==> src/rtl/result_select_pkg.sv <==
`default_nettype none
// ============================================================================
// result_select_pkg : shared defaults and beat type for result_select_stage
// Rev 1.0
// ============================================================================
package result_select_pkg;

  localparam int RS_WIDTH_DEFAULT = 32;
  localparam int RS_N_IN_DEFAULT  = 3;

  // Substituted for the data word when the select is out of range
  localparam logic [RS_WIDTH_DEFAULT-1:0] RS_ERR_DATA = '0;

  typedef struct packed {
    logic [RS_WIDTH_DEFAULT-1:0] data;
    logic                        err;
  } rs_beat_t;

endpackage
`default_nettype wire

==> src/rtl/rs_skid_buffer.sv <==
`default_nettype none
// ============================================================================
// rs_skid_buffer : 2-entry valid/ready buffer (main + skid) over a beat type
// Rev 1.0
// ============================================================================
module rs_skid_buffer
  import result_select_pkg::*;
#(
  parameter type beat_t = rs_beat_t
) (
  input  logic  clk,
  input  logic  rst_n,
  input  logic  in_valid,
  output logic  in_ready,
  input  beat_t in_beat,
  output logic  out_valid,
  input  logic  out_ready,
  output beat_t out_beat
);

  beat_t main_q, main_d;
  beat_t skid_q, skid_d;
  logic  main_valid_q, main_valid_d;
  logic  full_q, full_d;
  logic  accept;
  logic  emit;

  always_comb begin
    accept       = in_valid && !full_q;
    emit         = main_valid_q && out_ready;
    main_d       = main_q;
    skid_d       = skid_q;
    main_valid_d = main_valid_q;
    full_d       = full_q;

    // full_q implies main is valid and no accept can happen this cycle
    if (full_q) begin
      if (emit) begin
        main_d = skid_q;
        full_d = 1'b0;
      end
    end else if (main_valid_q) begin
      if (accept && emit) begin
        main_d = in_beat;
      end else if (accept) begin
        skid_d = in_beat;
        full_d = 1'b1;
      end else if (emit) begin
        main_valid_d = 1'b0;
      end
    end else if (accept) begin
      main_d       = in_beat;
      main_valid_d = 1'b1;
    end
  end

  always_ff @(posedge clk or negedge rst_n) begin
    if (!rst_n) begin
      main_q       <= '0;
      skid_q       <= '0;
      main_valid_q <= 1'b0;
      full_q       <= 1'b0;
    end else begin
      main_q       <= main_d;
      skid_q       <= skid_d;
      main_valid_q <= main_valid_d;
      full_q       <= full_d;
    end
  end

  // in_ready comes straight from a flop so out_ready never reaches it combinationally
  assign in_ready  = !full_q;
  assign out_valid = main_valid_q;
  assign out_beat  = main_q;

endmodule
`default_nettype wire

==> src/rtl/result_select_stage.sv <==
`default_nettype none
// ============================================================================
// result_select_stage : N-way result select feeding a registered skid output
// Rev 1.0
// ============================================================================
module result_select_stage
  import result_select_pkg::*;
#(
  parameter int WIDTH = RS_WIDTH_DEFAULT,
  parameter int N_IN  = RS_N_IN_DEFAULT,
  parameter int SEL_W = $clog2(N_IN)
) (
  input  logic                  clk,
  input  logic                  rst_n,
  input  logic                  in_valid,
  output logic                  in_ready,
  input  logic [SEL_W-1:0]      in_sel,
  input  logic [N_IN*WIDTH-1:0] in_data,
  output logic                  out_valid,
  input  logic                  out_ready,
  output logic [WIDTH-1:0]      out_data,
  output logic                  out_err
);

  typedef struct packed {
    logic [WIDTH-1:0] data;
    logic             err;
  } beat_t;

  beat_t sel_beat;
  beat_t out_beat;

  // Default is the error beat; any in-range match overrides it, so every select is defined
  always_comb begin
    sel_beat.data = WIDTH'(RS_ERR_DATA);
    sel_beat.err  = 1'b1;
    for (int k = 0; k < N_IN; k++) begin
      if (in_sel == SEL_W'(k)) begin
        sel_beat.data = in_data[k*WIDTH +: WIDTH];
        sel_beat.err  = 1'b0;
      end
    end
  end

  rs_skid_buffer #(
    .beat_t (beat_t)
  ) u_skid (
    .clk       (clk),
    .rst_n     (rst_n),
    .in_valid  (in_valid),
    .in_ready  (in_ready),
    .in_beat   (sel_beat),
    .out_valid (out_valid),
    .out_ready (out_ready),
    .out_beat  (out_beat)
  );

  assign out_data = out_beat.data;
  assign out_err  = out_beat.err;

endmodule
`default_nettype wire

==> config.mk <==
export PLATFORM = sky130hd
export DESIGN_NAME = result_select_stage
export DESIGN_NICKNAME = d
export VERILOG_FILES = /design/src/rtl/result_select_pkg.sv /design/src/rtl/rs_skid_buffer.sv /design/src/rtl/result_select_stage.sv
export SDC_FILE = /design/constraint.sdc
export NUM_CORES = 1
export LEC_CHECK = 0
export CORE_ASPECT_RATIO = 0.9
export CORE_UTILIZATION = 25
export CTS_CLUSTER_SIZE = 10
export DETAILED_ROUTE_END_ITERATION = 10
export SLEW_MARGIN = 0
export SYNTH_ARGS = -nofsm -noshare
export SYNTH_HDL_FRONTEND = slang
export SYNTH_SLANG_ARGS = --single-unit
==> constraint.sdc <==
create_clock -name clk -period 3.3 [get_ports clk]
set_clock_uncertainty 0.15 [all_clocks]
set_input_delay 0.99 -clock clk [delete_from_list [all_inputs] [get_ports clk]]
set_output_delay 0.99 -clock clk [all_outputs]
set_load 0.01 [all_outputs]
# [Yosys cells after proc, flatten, opt, wreduce, memory -nomap -nowiden]
# Cells that the tools add are included.
# W data, S select, Z words.
[word_totals] regBits=68 latch_bits=0 ramBits=0 rom_bits=0 in_bits=102 output_inout_bits=35 elab_cells=36 n_memories=0
[classes] add_sub_neg=0 mul=0 div_mod_pow=0 n_lt_le_gt_ge=0 n_eq_ne=4 shifts=0 muxes=16 bitwise_logic=2 reduce_logical=8
[ops] cell="$mux W33" n=8
[ops] cell="$mux W1" n=8
[ops] cell="$reduce_and A4 Y1" n=1
[ops] cell="$logic_and A1 B1 Y1" n=3
[ops] cell="$ne A3 B3 Y1 const B" n=1
[ops] cell="$reduce_and A3 Y1" n=1
[ops] cell="$reduce_bool A3 Y1" n=1
[ops] cell="$eq A2 B1 Y1 const B" n=1
[ops] cell="$eq A2 B2 Y1 const B" n=1
[ops] cell="$logic_not A2 Y1" n=1
[ops] cell="$ne A2 B2 Y1 const B" n=1
[ops] cell="$not A1 Y1" n=2
[ops] cell="$logic_not A1 Y1" n=1

# [Longest topological paths before layout]
[logic_depth] ltp_word=7 ltp_mapped=6 depth_no_buf=3

# [Modules after synthesis]
# A second synthesis with hierarchy kept.
[hier_totals] cells_unflattened=266 hier_area_um2=3913.8
[modules_own_cells] module="rs_skid_buffer" n_inst=1 cells_per_inst=188 area_each_um2=2966.6 seq_area_each_um2=1701.6
[modules_own_cells] module="result_select_stage" n_inst=1 cells_per_inst=78 area_each_um2=947.2 seq_area_each_um2=0.0

# [Least setup slack after synthesis]
# OpenSTA, ideal clock, no wires.
[synth_path] path_type="input to register" from="input port in_sel[0]" to="register u_skid.main_q (netlist bit u_skid.out_beat[27])" setup_ns=0.132 t_arrival_ns=1.960 required_ns=3.018 path_slack_ns=1.058 path_stages=5 cell_sequence="buf_2 buf_2 mux2i_1 a2bb2oi_1 o211ai_2"
[synth_via] elab_chain_len=7 elab_cells_between_ends=10 classes_between="eq/ne: 2; mux: 7; reduce/logical: 1"
[synth_rtl] item="start, declared" line="result_select_stage.sv:17" rtl="input logic [SEL_W-1:0] in_sel,"
[synth_rtl] item="$logic_not A2 Y1" line="result_select_stage.sv:38" rtl="if (in_sel == SEL_W'(k)) begin"
[synth_rtl] item="$mux W33 (2 in series)" line="result_select_stage.sv:38"
[synth_rtl] item="$mux W33 *" line="result_select_stage.sv:38"
[synth_rtl] item="$mux W33, on equally long branches" line="rs_skid_buffer.sv:51, rs_skid_buffer.sv:43"
[synth_rtl] item="$mux W33 *" line="rs_skid_buffer.sv:42" rtl="end else if (main_valid_q) begin"
[synth_rtl] item="$mux W33 *" line="rs_skid_buffer.sv:37" rtl="if (full_q) begin"
[synth_rtl] item="end signal, assigned" line="rs_skid_buffer.sv:64" rtl="main_q <= main_d;"
[synth_rtl] item="end, declared" line="rs_skid_buffer.sv:21" rtl="beat_t main_q, main_d;"
# Mark *: on every way between the ends. The rest lies on a longest branch, timed or not. The select of a mux whose other input is x is not followed.
# A chain may end at the register's enable or synchronous reset.

# [Worst setup path in the final report]
[layout_path] from="register u_skid.full_q" to="output port in_ready"
[layout_via] elab_chain_len=1
[layout_rtl] item="start, declared" line="rs_skid_buffer.sv:24" rtl="logic full_q, full_d;"
[layout_rtl] item="start signal, assigned" line="rs_skid_buffer.sv:67" rtl="full_q <= full_d;"
[layout_rtl] item="$logic_not A1 Y1" line="rs_skid_buffer.sv:72" rtl="assign in_ready = !full_q;"
[layout_rtl] item="end, declared" line="result_select_stage.sv:16" rtl="output logic in_ready,"
# No other way between the ends.

==> results.py <==
metrics = {
    "run_status": {
        "status": "finished clean",
    },
    "layout": {
        "ff_latch_area_sq_um": 1700,
        "areaGrowthSynthToFinish_pct": 48.9,
        "final_util_pct": 38.5,
        "layout_common_cells": "132 x clkdlybuf4s50_1, 68 x dfrtp_1, 34 x a21oi_1, 33 x nor2_1",
        "diodes": 0,
        "fin_cells": 666,
        "final_common_cell": "clkdlybuf4s50_1",
        "final_area_sq_um": 5430,
        "fillerInstances": 1373,
        "fin_nets": 570,
        "drive_gt1_share_pct": 13.5,
        "multi_input_area_sq_um": 1760,
    },
    "global_route": {
        "grt_util_all_layers_pct": 15.1,
        "grt_pass1_wl_um": 17500,
        "grt_pass1_vias": 3416,
        "grt_max_degree": 69,
        "antenna_found_initial": 0,
        "grt_overflow": 0,
    },
    "hold_path": {
        "hold_path.class": "flop to flop",
        "hold_end": "u_skid.out_beat[0]",
        "min-delay-start": "u_skid.out_beat[0]",
        "holdPathStages": 1,
    },
    "timing": {
        "timing.final.hold_violations": 0,
        "setup_tns_ns": 0,
        "post-route-period-util_pct": 75.6,
        "drv_slew": 0,
        "max_slew.worst_pin.slew_ns": 0.876,
        "period_minus_slack_ns": 2.49,
        "max_freq_ghz": 0.401,
        "grt_setup_unrepaired": "false",
        "relSlewSlack_pct": 41.6,
        "setup_viol": 0,
    },
    "setup_path": {
        "cp-start-kind": "flop",
        "cp-end-kind": "output port",
        "r2r-end": "u_skid.out_beat[23]",
        "rrSetupSlack_ns": 1.25,
        "crit_type": "flop to output port",
        "critical_path_required_ns": 2.16,
        "worstReg2RegStart": "u_skid.out_valid",
        "cp.arrival_ns": 1.35,
        "cp_max_fo": 3,
        "reg2regPathDepth": 5,
    },
    "clock_network": {
        "clk_pin_slew_ns": 0.05,
        "cts_tree": "done",
        "cts-root-buf": "clkbuf_16",
        "ctsLongestPathBuffers": 2,
        "worstSkewPairLatency_ns": 0.31,
        "clock_sinks": 68,
        "cts_made_buffers": 9,
        "cts_resized": 0,
        "post-cts-setup-buffer-count": 0,
        "htreeDepth": 3,
        "cts_hold_buffers": 0,
    },
    "power_and_ir_drop": {
        "power_density_nw_per_um2": 767,
        "total_power_mw": 4.16,
        "leakage_nw": 2.23,
        "ir_worst_vdd_mv": 0.398,
    },
    "floorplanning": {
        "rows": 41,
        "pin_count": 137,
        "die_h_um": 117,
        "core_area_sq_um": 14100,
        "dieArea_sq_um": 15100,
        "start_util_pct": 25.8,
        "fp.dieW_um": 129,
    },
    "synth": {
        "syn-cell-area_sq_um": 3650,
        "syn-mean-instance-area_sq_um": 10.4,
        "synth_fp_nets": 453,
        "postSynthCellCount": 351,
        "synth.area.top_cells": "dfrtp_1 47%, o211ai_2 10%, mux2i_1 8.8%",
        "yosys_register_bits": 68,
        "synth_cell_types": 23,
        "synth.largest_area_cell": "dfrtp_1",
        "synth-seq-area-share_pct": 46.7,
        "ys_warn_count": 0,
        "synth_top_area_share_pct": 46.7,
    },
    "placed_design": {
        "place_area_sq_um": 5150,
        "gp_congestion": 0.699,
        "place_hpwl_um": 7320,
        "port_buffers": 136,
        "dp_cells": 650,
    },
    "run": {
        "drv_cap": 0,
    },
    "drt": {
        "antenna_left": 0,
        "first_pass_iters": 4,
        "drt_iter0_drc": 205,
        "routed_wl_um": 11000,
        "vias": 3285,
        "vias_per_cell": 4.93,
        "wl_per_cell_um": 16.5,
        "drc_errors": 0,
    },
}
how the worst max path moves through the flow:
stage	from	endpoint	slack, ns	cells after the start
final	u_skid.full_q	in_ready	0.81	2
after global routing	in_sel[0]	u_skid.skid_q[20]	0.75	4
after CTS	u_skid.full_q	in_ready	0.78	2
after detailed placement	in_valid	u_skid.out_beat[32]	0.53	5
after global placement	in_valid	u_skid.out_beat[32]	0.57	5
after floorplan	in_sel[0]	u_skid.out_beat[27]	1.06	5
critical path: stages (launching register included):
cell             delay, ns
dfrtp_1               0.38
inv_1                 0.11
clkdlybuf4s50_1       0.55
sequential cells by signal, indices dropped and copies added (netlist names):
signal            count
u_skid.out_beat      33
u_skid.full_q         1
u_skid.out_valid      1
u_skid.skid_q        33
cell families (layout without fill, tap and decap cells):
family | Yosys count | count (layout) | synth area share, %
compound gates | 133 | 133 | 28.0
buf+inv | 43 | 165 | 5.70
mux | 34 | 34 | 9.47
flops | 68 | 68 | 46.7
simple gates | 73 | 73 | 10.2
cell usage after synthesis:
master / n
dfrtp_1: 68
a21oi_1: 34
nor2_1: 33
a2bb2oi_1: 32
mux2i_1: 32
nand4_1: 32
o21ai_0: 32
o211ai_2: 30
clkbuf_1: 21
buf_2: 16
buf_6: 3
nand2_1: 3
inv_1: 2
nor2b_1: 2
o211ai_1: 2
o21ai_1: 2
a22o_1: 1
and4bb_1: 1
buf_4: 1
mux2_2: 1
mux2i_2: 1
nand3_1: 1
or3_1: 1
power breakdown:
| part | internal [mW] | total (mW) | switching, mW |
|---|---|---|---|
| sequential | 1.23 | 1.45 | 0.218 |
| clock | 0.570 | 0.890 | 0.321 |
| combinational | 0.872 | 1.82 | 0.948 |
stage by stage:
| step | hold WS (ns) | setup WS (ns) |
|---|---|---|
| floorplan | 0.345 | 1.06 |
| global placement | 0.357 | 0.567 |
| detailed placement | 0.358 | 0.529 |
| CTS | 0.381 | 0.778 |
| global route | 0.407 | 0.747 |
| finish | 0.369 | 0.807 |
final cells by class:
cell class | instances | share of cell area [%]
Clock inverter | 1 | 0.0922
Clock buffer | 15 | 5.12
Inverter | 2 | 0.138
Timing Repair Buffer | 147 | 26.5
Sequential cell | 68 | 31.3
Multi-Input combinational cell | 240 | 32.4
Tap cell | 193 | 4.45
routing by layer:
layer	part of all wire, %	track usage (%)
met5	0	0
met4	0.15	2.20
met3	6.0	4.49
met2	50	26.8
met1	44	18.3
No activity file was read; power rests on OpenSTA's default activity.
